[config.mk]
export PLATFORM = sky130hd
export DESIGN_NAME = register_writeback_arbiter
export DESIGN_NICKNAME = d
export VERILOG_FILES = /design/src/rtl/register_writeback_arbiter.sv
export SDC_FILE = /design/constraint.sdc
export NUM_CORES = 1
export LEC_CHECK = 0
export ABC_AREA = 1
export CAP_MARGIN = 5
export CORE_ASPECT_RATIO = 0.8
export CORE_MARGIN = 8
export CORE_UTILIZATION = 44
export CTS_CLUSTER_DIAMETER = 80
export DETAILED_ROUTE_END_ITERATION = 12
export PLACE_DENSITY = 0.88
export SYNTH_ARGS = -nofsm -noshare
export SYNTH_HDL_FRONTEND = slang
export SYNTH_SLANG_ARGS = --single-unit
[constraint.sdc]
create_clock -name clk -period 4.1 [get_ports clk]
set_input_delay 1.025 -clock clk [delete_from_list [all_inputs] [get_ports clk]]
set_output_delay 1.025 -clock clk [all_outputs]
set_load 0.02 [all_outputs]
[src/rtl/register_writeback_arbiter.sv]
// Arbitrates the ALU and load writeback requesters onto the single register-file write port
// and tracks which destination registers still have an outstanding write.
module register_writeback_arbiter #(
    parameter int unsigned ADDR_W       = 5,
    parameter int unsigned DATA_W       = 64,
    parameter int unsigned ZERO_REG     = 31,
    parameter int unsigned STARVE_LIMIT = 3
) (
    input  logic              clk,
    input  logic              reset,
    input  logic              aluValid,
    input  logic [ADDR_W-1:0] aluAddress,
    input  logic [DATA_W-1:0] aluData,
    output logic              aluReady,
    input  logic              memValid,
    input  logic [ADDR_W-1:0] memAddress,
    input  logic [DATA_W-1:0] memData,
    output logic              memReady,
    input  logic              issueValid,
    input  logic [ADDR_W-1:0] issueAddress,
    input  logic [ADDR_W-1:0] readAddress1,
    input  logic [ADDR_W-1:0] readAddress2,
    output logic              hazard1,
    output logic              hazard2,
    output logic              regWrite,
    output logic [ADDR_W-1:0] writeAddress,
    output logic [DATA_W-1:0] writeData
);

    localparam int unsigned       NumRegs   = 1 << ADDR_W;
    localparam logic [ADDR_W-1:0] ZeroAddr  = ADDR_W'(ZERO_REG);
    localparam logic [3:0]        StarveMax = 4'(STARVE_LIMIT);

    logic [3:0]         r_starve;
    logic [3:0]         w_starve_next;
    logic [NumRegs-1:0] r_pending;
    logic [NumRegs-1:0] w_pending_next;
    logic               r_reg_write;
    logic [ADDR_W-1:0]  r_write_addr;
    logic [DATA_W-1:0]  r_write_data;

    logic               w_alu_win;
    logic               w_mem_win;
    logic               w_alu_hs;
    logic               w_mem_hs;
    logic               w_write_en;
    logic [ADDR_W-1:0]  w_win_addr;
    logic [DATA_W-1:0]  w_win_data;

    // MEM has fixed priority unless the ALU has lost STARVE_LIMIT cycles in a row.
    always_comb begin
        w_alu_win  = aluValid && (!memValid || (r_starve == StarveMax));
        w_mem_win  = memValid && !w_alu_win;
        w_alu_hs   = w_alu_win && !reset;
        w_mem_hs   = w_mem_win && !reset;
        w_win_addr = w_alu_hs ? aluAddress : memAddress;
        w_win_data = w_alu_hs ? aluData : memData;
        w_write_en = (w_alu_hs || w_mem_hs) && (w_win_addr != ZeroAddr);
    end

    always_comb begin
        w_starve_next = r_starve;
        if (!aluValid || w_alu_hs) begin
            w_starve_next = 4'd0;
        end else if (w_mem_win && (r_starve != StarveMax)) begin
            w_starve_next = 4'(r_starve + 4'd1);
        end
    end

    // Clear first so a same-edge issue to the retiring address keeps the bit set.
    always_comb begin
        w_pending_next = r_pending;
        if (r_reg_write) begin
            w_pending_next[r_write_addr] = 1'b0;
        end
        if (issueValid && (issueAddress != ZeroAddr)) begin
            w_pending_next[issueAddress] = 1'b1;
        end
    end

    always_ff @(posedge clk or posedge reset) begin
        if (reset) begin
            r_starve     <= 4'd0;
            r_pending    <= '0;
            r_reg_write  <= 1'b0;
            r_write_addr <= '0;
            r_write_data <= '0;
        end else begin
            r_starve    <= w_starve_next;
            r_pending   <= w_pending_next;
            r_reg_write <= w_write_en;
            if (w_write_en) begin
                r_write_addr <= w_win_addr;
                r_write_data <= w_win_data;
            end
        end
    end

    assign aluReady     = w_alu_hs;
    assign memReady     = w_mem_hs;
    assign regWrite     = r_reg_write;
    assign writeAddress = r_write_addr;
    assign writeData    = r_write_data;
    assign hazard1      = r_pending[readAddress1] && (readAddress1 != ZeroAddr);
    assign hazard2      = r_pending[readAddress2] && (readAddress2 != ZeroAddr);

endmodule

==> results by group, run 1 <==
Worst hold path
  • Hold path endpoint: writeData[60]
  • Hold path start: writeData[60]
  • Hold Crit Depth: 2
  • Hold/Removal Path Class: register to register

Timing
  • Endpoints failing setup: 0
  • FMAX: 259 MHz
  • Minimum clock period: 3.86 ns
  • Final hold slack: 0.469 ns
  • Max_slew headroom: 0.270
  • Final critical-path share of the clock period: 0.941
  • Slew Viols, Final: 0
  • Endpoints failing hold: 0
  • PnR worst setup slack: 0.241 ns
  • Clock Skews: 0.00787 ns
  • RSZ-0062 raised after global routing: false
  • Fin Setup TNS: 0 ns
  • Actual slew at the worst max-slew pin: 1.09 ns

Power
  • Power Total: 3520 uW
  • Worst vdd ir: 0.000224 V
  • Pwr dens: 412 mW/mm2
  • Leak pwr: 0.00412 uW

Global route
  • Initial antenna violation count: 0
  • Vias in the first global route: 5957
  • First-pass GRT wire length: 32200 um
  • GRT Residual Overflow: 0
  • Aggregate global-route resource usage: 0.234
  • Largest net degree at the start of global routing: 88

Critical path
  • Number of buffer and inverter stages on the critical path: 4
  • Most frequent CP cell: nand3_1
  • Worst path cell trace: clkdlybuf4s50_1, buf_12, a21oi_1, o21ai_0, nand3_1, nand3_1, nand3_1, nand2_1, inv_1, clkdlybuf4s50_1
  • FF-to-FF setup slack: 1.24 ns
  • Family with the most delay on the worst path: buffers and inverters
  • CP max stage delay: 0.60 ns
  • Startpoint Class: input pin
  • Critical Path Sink Type: output port
  • Reg2reg path depth: 12
  • Worst r2r dst: writeData[13]
  • Crit path DAT: 2.83 ns
  • Worst Path Required: 3.07 ns
  • Crit Path Category: input pin to output port
  • Max FO, Critical Path: 31
  • Worst r2r src: r_starve[0]
  • Critical Path Stages: 10
  • Slowest stage cell, crit path: clkdlybuf4s50_1

Logic synthesis
  • Syn_area_per_cell: 7.08 um2
  • Primary FF master, synth: dfrtp_1
  • Post-synthesis compound-gate area fraction: 0.107
  • Main combinational cell family by area after synthesis: simple AND/OR/NAND/NOR gates
  • Synthesized area: 0.00582 mm2
  • Syn. warnings: 0
  • Mapped Cells: 822
  • Yosys top cell by area: dfrtp_1
  • Number of synthesized flops with an enable pin: 0
  • Post-synth ARST share: 1.00
  • Synth top cells by count: nand2_1, nand3_1, dfrtp_1, o21ai_0, inv_1
  • Synth Area in Adders: 0.00215
  • Post-Synth Simple-Gate Area: 0.368
  • Post-synthesis xor/xnor area fraction: 0
  • Synth unique cells: 28
  • Post-synthesis mux area share: 0.00172
  • Yosys reg bits: 106
  • Leading post-synthesis cells by cell area: dfrtp_1, nand2_1, nand3_1
  • Sequential fraction of the synthesis area: 0.456
  • Top-count cell post-synth: nand2_1
  • Area share of the largest cell type after synthesis: 0.456
  • Synth Net Count: 981

Finish
  • Area grow syn2layout: 47.2%
  • N_diodes: 0
  • Layout cell share with drive strength beyond 1: 0.0359
  • NumNets Final: 1186
  • Design Area, Final: 0.00856 mm2

Floorplan
  • Ports: 232
  • Die ar.: 0.0172 mm2
  • Core area: 0.0129 mm2
  • Die X-Extent: 145 um
  • Die height: 119 um
  • Initial Utilization: 0.452
  • Row cnt: 37

Route
  • Mean routed wirelength per cell: 16.5 um
  • Via count: 6197
  • WL final: 19900 um
  • Met2 WL: 9930 um
  • Via density: 5.13
  • DRT antenna net count: 0
  • Starting DRT DRC Count: 396
  • DRC Markers: 0
  • WL met3: 1540 um
  • DR top layer: met4
  • Wl on met1: 8060 um
  • Drt pass-1 iters: 5

Place
  • Post-Place Cell Area: 0.00827 mm2
  • IO Port Bufs: 231
  • Worst slack at placement: 0.0938 ns
  • Placer Congestion: 0.986
  • HPWL after detailed placement: 15000 um

Clocking
  • Hold_buf cts: 0
  • Clock latency at the later pin of the worst-skew pair: 0.34 ns
  • Clock slew at reported path FFs: 0.07 ns
  • Root buffer cell: clkbuf_16
  • H-tree Lvls: 3
  • # Post-CTS Setup Buffers: 0
  • Clk buf depth: 2
  • CTS Sinks: 106
  • CTS buffer count: 9
  • CTS tree: built

Run
  • Max Cap Viol: 0

Status
  • Status: finished clean
per-stage QoR:
stage,util,cells
final,0.665,1207
after global routing,0.665,1207
after CTS,0.665,1207
after detailed placement,0.643,1191
after global placement,0.643,1191
after floorplan,-,822
cell type report:
cell class                      instances  area (um2)
Clock buffer                           10         239
Inverter                               40         153
Clock inverter                          6        48.8
Sequential cell                       106        2650
Timing Repair Buffer                  241        2450
Fill cell                            1100        4310
Multi-Input combinational cell        629        2800
Tap cell                              175         219
cell usage in the layout, fill, tap and decap left out, types with 2 or more instances in the layout:
cell	synthesis	routed
o21ai_0	79	79
nor3_1	2	2
buf_4	0	5
nor2_1	6	6
nand2_4	2	2
clkdlybuf4s50_1	0	229
nand2_1	368	368
nand3_1	120	120
a21oi_1	18	18
nand3b_1	3	3
buf_12	0	5
o211ai_1	15	15
dlymetal6s2s_1	0	2
nand4_1	5	5
clkbuf_16	0	9
inv_2	2	2
dfrtp_1	106	106
inv_1	38	37
clkinvlp_4	0	2
per-layer routing:
metal / global-route usage / vias up
met5: 0 / -
met4: 0.0629 / 0
met3: 0.0699 / 18
met2: 0.387 / 226
met1: 0.293 / 2878
li1: - / 3075
cell families after synthesis:
| logic type | after synthesis |
|---|---|
| AO/OA/AOI/OAI | 115 |
| adder cells (fa/ha/maj) | 1 |
| buffers and inverters | 87 |
| flip-flops | 106 |
| multiplexers | 1 |
| AND/OR/NAND/NOR | 512 |
what timing repair did:
action / 4_1_cts / 5_1_grt
resized for setup: 0 / 2
setup endpoints to repair: 0 / 2
endpoints found under the hold margin: 0 / 0
registers in the layout (all words and copies together) (netlist names):
register and count:
writeAddress 5, regWrite 1, r_starve 4, writeData 64, r_pending 32
report_power, final:
group / internal [uW] / switching, uW
sequential: 1290 / 187
clock: 436 / 404
combinational: 552 / 652
worst max-delay path by stage:
stage	from	end	slack, ns
final	readAddress1[0]	hazard1	0.24
after global routing	readAddress1[0]	hazard1	0.11
after CTS	readAddress1[1]	hazard1	0.09
after detailed placement	readAddress1[1]	hazard1	0.09
after global placement	readAddress1[1]	hazard1	0.12
after floorplan	reset	aluReady	0.03
worst register-to-register path, delay by kind of cell (launching register included):
family / cells / cell delay (ns)
AND/OR/NAND/NOR: 10 / 1.56
buffers and inverters: 1 / 0.57
flip-flops: 1 / 0.41
adder cells (fa/ha/maj): 1 / 0.23
(Power assumes the default switching activity.)
==> run 2: changes to the inputs <==
Settings changed: CORE_UTILIZATION 44 to 29, PLACE_DENSITY 0.88 to 0.64.
==> results by group, run 2 (same netlist as run 1, synthesis figures left out) <==
Route
  • Mean routed wirelength per cell: 15.8 um (-4.3%)
  • WL final: 20500 um (+3.0%)
  • Drt pass-1 iters: 5 (unchanged)
  • Via density: 4.67 (-9.0%)
  • DRC Markers: 0 (unchanged)
  • DRT antenna net count: 0 (unchanged)
  • Starting DRT DRC Count: 426 (+7.6%)
  • Via count: 6071 (-2.0%)

Clocking
  • Clock latency at the later pin of the worst-skew pair: 0.35 ns (about the same)
  • CTS Sinks: 106 (unchanged)
  • CTS buffer count: 9 (unchanged)
  • Post-CTS Resized: 0 (unchanged)
  • Root buffer cell: clkbuf_16
  • Clk buf depth: 2 (unchanged)
  • H-tree Lvls: 3 (unchanged)
  • # Post-CTS Setup Buffers: 0 (unchanged)
  • CTS tree: built
  • Hold_buf cts: 0 (unchanged)
  • Clock slew at reported path FFs: 0.06 ns (about the same)

Floorplan
  • Die X-Extent: 174 um (+21%)
  • Die ar.: 0.0249 mm2 (+45%)
  • Row cnt: 46 (+24%)
  • Core area: 0.0197 mm2 (+53%)
  • Ports: 232 (unchanged)
  • Initial Utilization: 0.295 (-0.157)
  • Die height: 143 um (+20%)

Timing
  • PnR worst setup slack: 0.250 ns (+0.00880 ns)
  • Clock Skews: 0.0109 ns (+0.00307 ns)
  • Endpoints failing setup: 0 (unchanged)
  • Fin Setup TNS: 0 ns (unchanged)
  • Slew Viols, Final: 0 (unchanged)
  • Final critical-path share of the clock period: 0.939 (-0.00215)
  • FMAX: 260 MHz (+0.23%)
  • Actual slew at the worst max-slew pin: 1.03 ns (-0.0596 ns)
  • Minimum clock period: 3.85 ns (-0.00880 ns)
  • Endpoints failing hold: 0 (unchanged)
  • RSZ-0062 raised after global routing: false
  • Max_slew headroom: 0.310 (+0.0397)

Worst hold path
  • Hold Crit Depth: 2 (unchanged)
  • Hold path endpoint: writeData[61]
  • Hold/Removal Path Class: register to register
  • Hold path start: writeData[61]

Critical path
  • Critical Path Sink Type: output port
  • Worst Path Required: 3.07 ns (about the same)
  • Worst r2r src: r_starve[0]
  • Crit path from: readAddress1[0]
  • Startpoint Class: input pin
  • Reg2reg path depth: 11 (-1)
  • Max FO, Critical Path: 31 (unchanged)
  • Crit Path Category: input pin to output port
  • Crit path DAT: 2.83 ns (about the same)
  • FF-to-FF setup slack: 1.55 ns (+0.31 ns)
  • Worst r2r dst: writeData[54]

Finish
  • Area grow syn2layout: 49.2%
  • N_diodes: 0 (unchanged)
  • Layout cell share with drive strength beyond 1: 0.0386 (+0.00279)
  • Design Area, Final: 0.00868 mm2 (+1.4%)
  • Commonest non-fill, non-tap cell in the layout: nand2_1
  • Largest register FFs: 64 (unchanged)
  • Number of fill cells in the layout: 2062 (+87%)
  • NumNets Final: 1190 (+0.34%)
  • Most frequent cells in the layout: nand2_1, clkdlybuf4s50_1, nand3_1
  • Finished Core Util: 0.440 (-0.226)

Power
  • Power Total: 3500 uW (-0.69%)
  • Pwr dens: 403 mW/mm2 (-2.0%)
  • Worst vdd ir: 0.000240 V (+7.0%)
  • Leak pwr: 0.00413 uW (+0.29%)

Global route
  • Largest net degree at the start of global routing: 65 (-26%)
  • Vias in the first global route: 5917 (-0.67%)
  • GRT Residual Overflow: 0 (unchanged)
  • Initial antenna violation count: 0 (unchanged)
  • First-pass GRT wire length: 32600 um (+1.4%)
  • Aggregate global-route resource usage: 0.164 (-0.0704)

Place
  • HPWL after detailed placement: 15500 um (+3.8%)
  • IO Port Bufs: 231 (unchanged)
  • Worst slack at placement: 0.0938 ns (+0.0000262 ns)
  • Placer Congestion: 0.915 (-7.2%)
  • Post-Place Cell Area: 0.00840 mm2 (+1.6%)

Status
  • Status: finished clean

Run
  • Max Cap Viol: 0 (unchanged)
-- run 2: changes by cell type in the layout (fill, tap and decap cells not counted), sizes merged --
cell and change:
buf +4, clkinvlp -1
-- run 2: routing by layer --
layer  GRT usage  vias to the layer above  routed length (um)
met5           0                        -                   0
met4      0.0395                        0                 203
met3      0.0578                       13                1780
met2       0.261                      195                9410
met1       0.210                     2775                9070
li1            -                     3088                   -
-- run 2: cell type report --
class	instances	area, um2	area share
multi-input combinational	629	2800	0.322
sequential	106	2650	0.306
timing repair buffer	245	2470	0.285
tap	264	330	0.0381
clock buffer	10	239	0.0275
inverter	40	153	0.0176
clock inverter	5	38.8	0.00447
-- run 2: metrics by stage --
stage	cells	hold WS, ns
after CTS	1299	0.474
after global routing	1299	0.486
after global placement	1284	0.454
after floorplan	822	0.460
final	1299	0.470
after detailed placement	1284	0.457
-- run 2: how the worst max path moves through the flow --
stage / to / cells after the start
detailed placement: hazard1 / 8
finish: hazard1 / 10
floorplan: aluReady / 4
global route: hazard1 / 10
global placement: hazard2 / 9
CTS: hazard1 / 8
-- run 2: power by group --
group	internal [uW]	leakage (uW)	switching, uW
Sequential	1290	0.00125	189
Clock	430	0.000135	395
Combinational	552	0.00274	640
-- run 2: worst max-delay path: stages --
cell	delay, ns
clkdlybuf4s50_1	0.44
buf_12	0.18
a21oi_1	0.13
o21ai_0	0.10
nand3_1	0.08
nand3_1	0.08
nand3_1	0.09
nand2_1	0.05
inv_1	0.05
clkdlybuf4s50_1	0.59
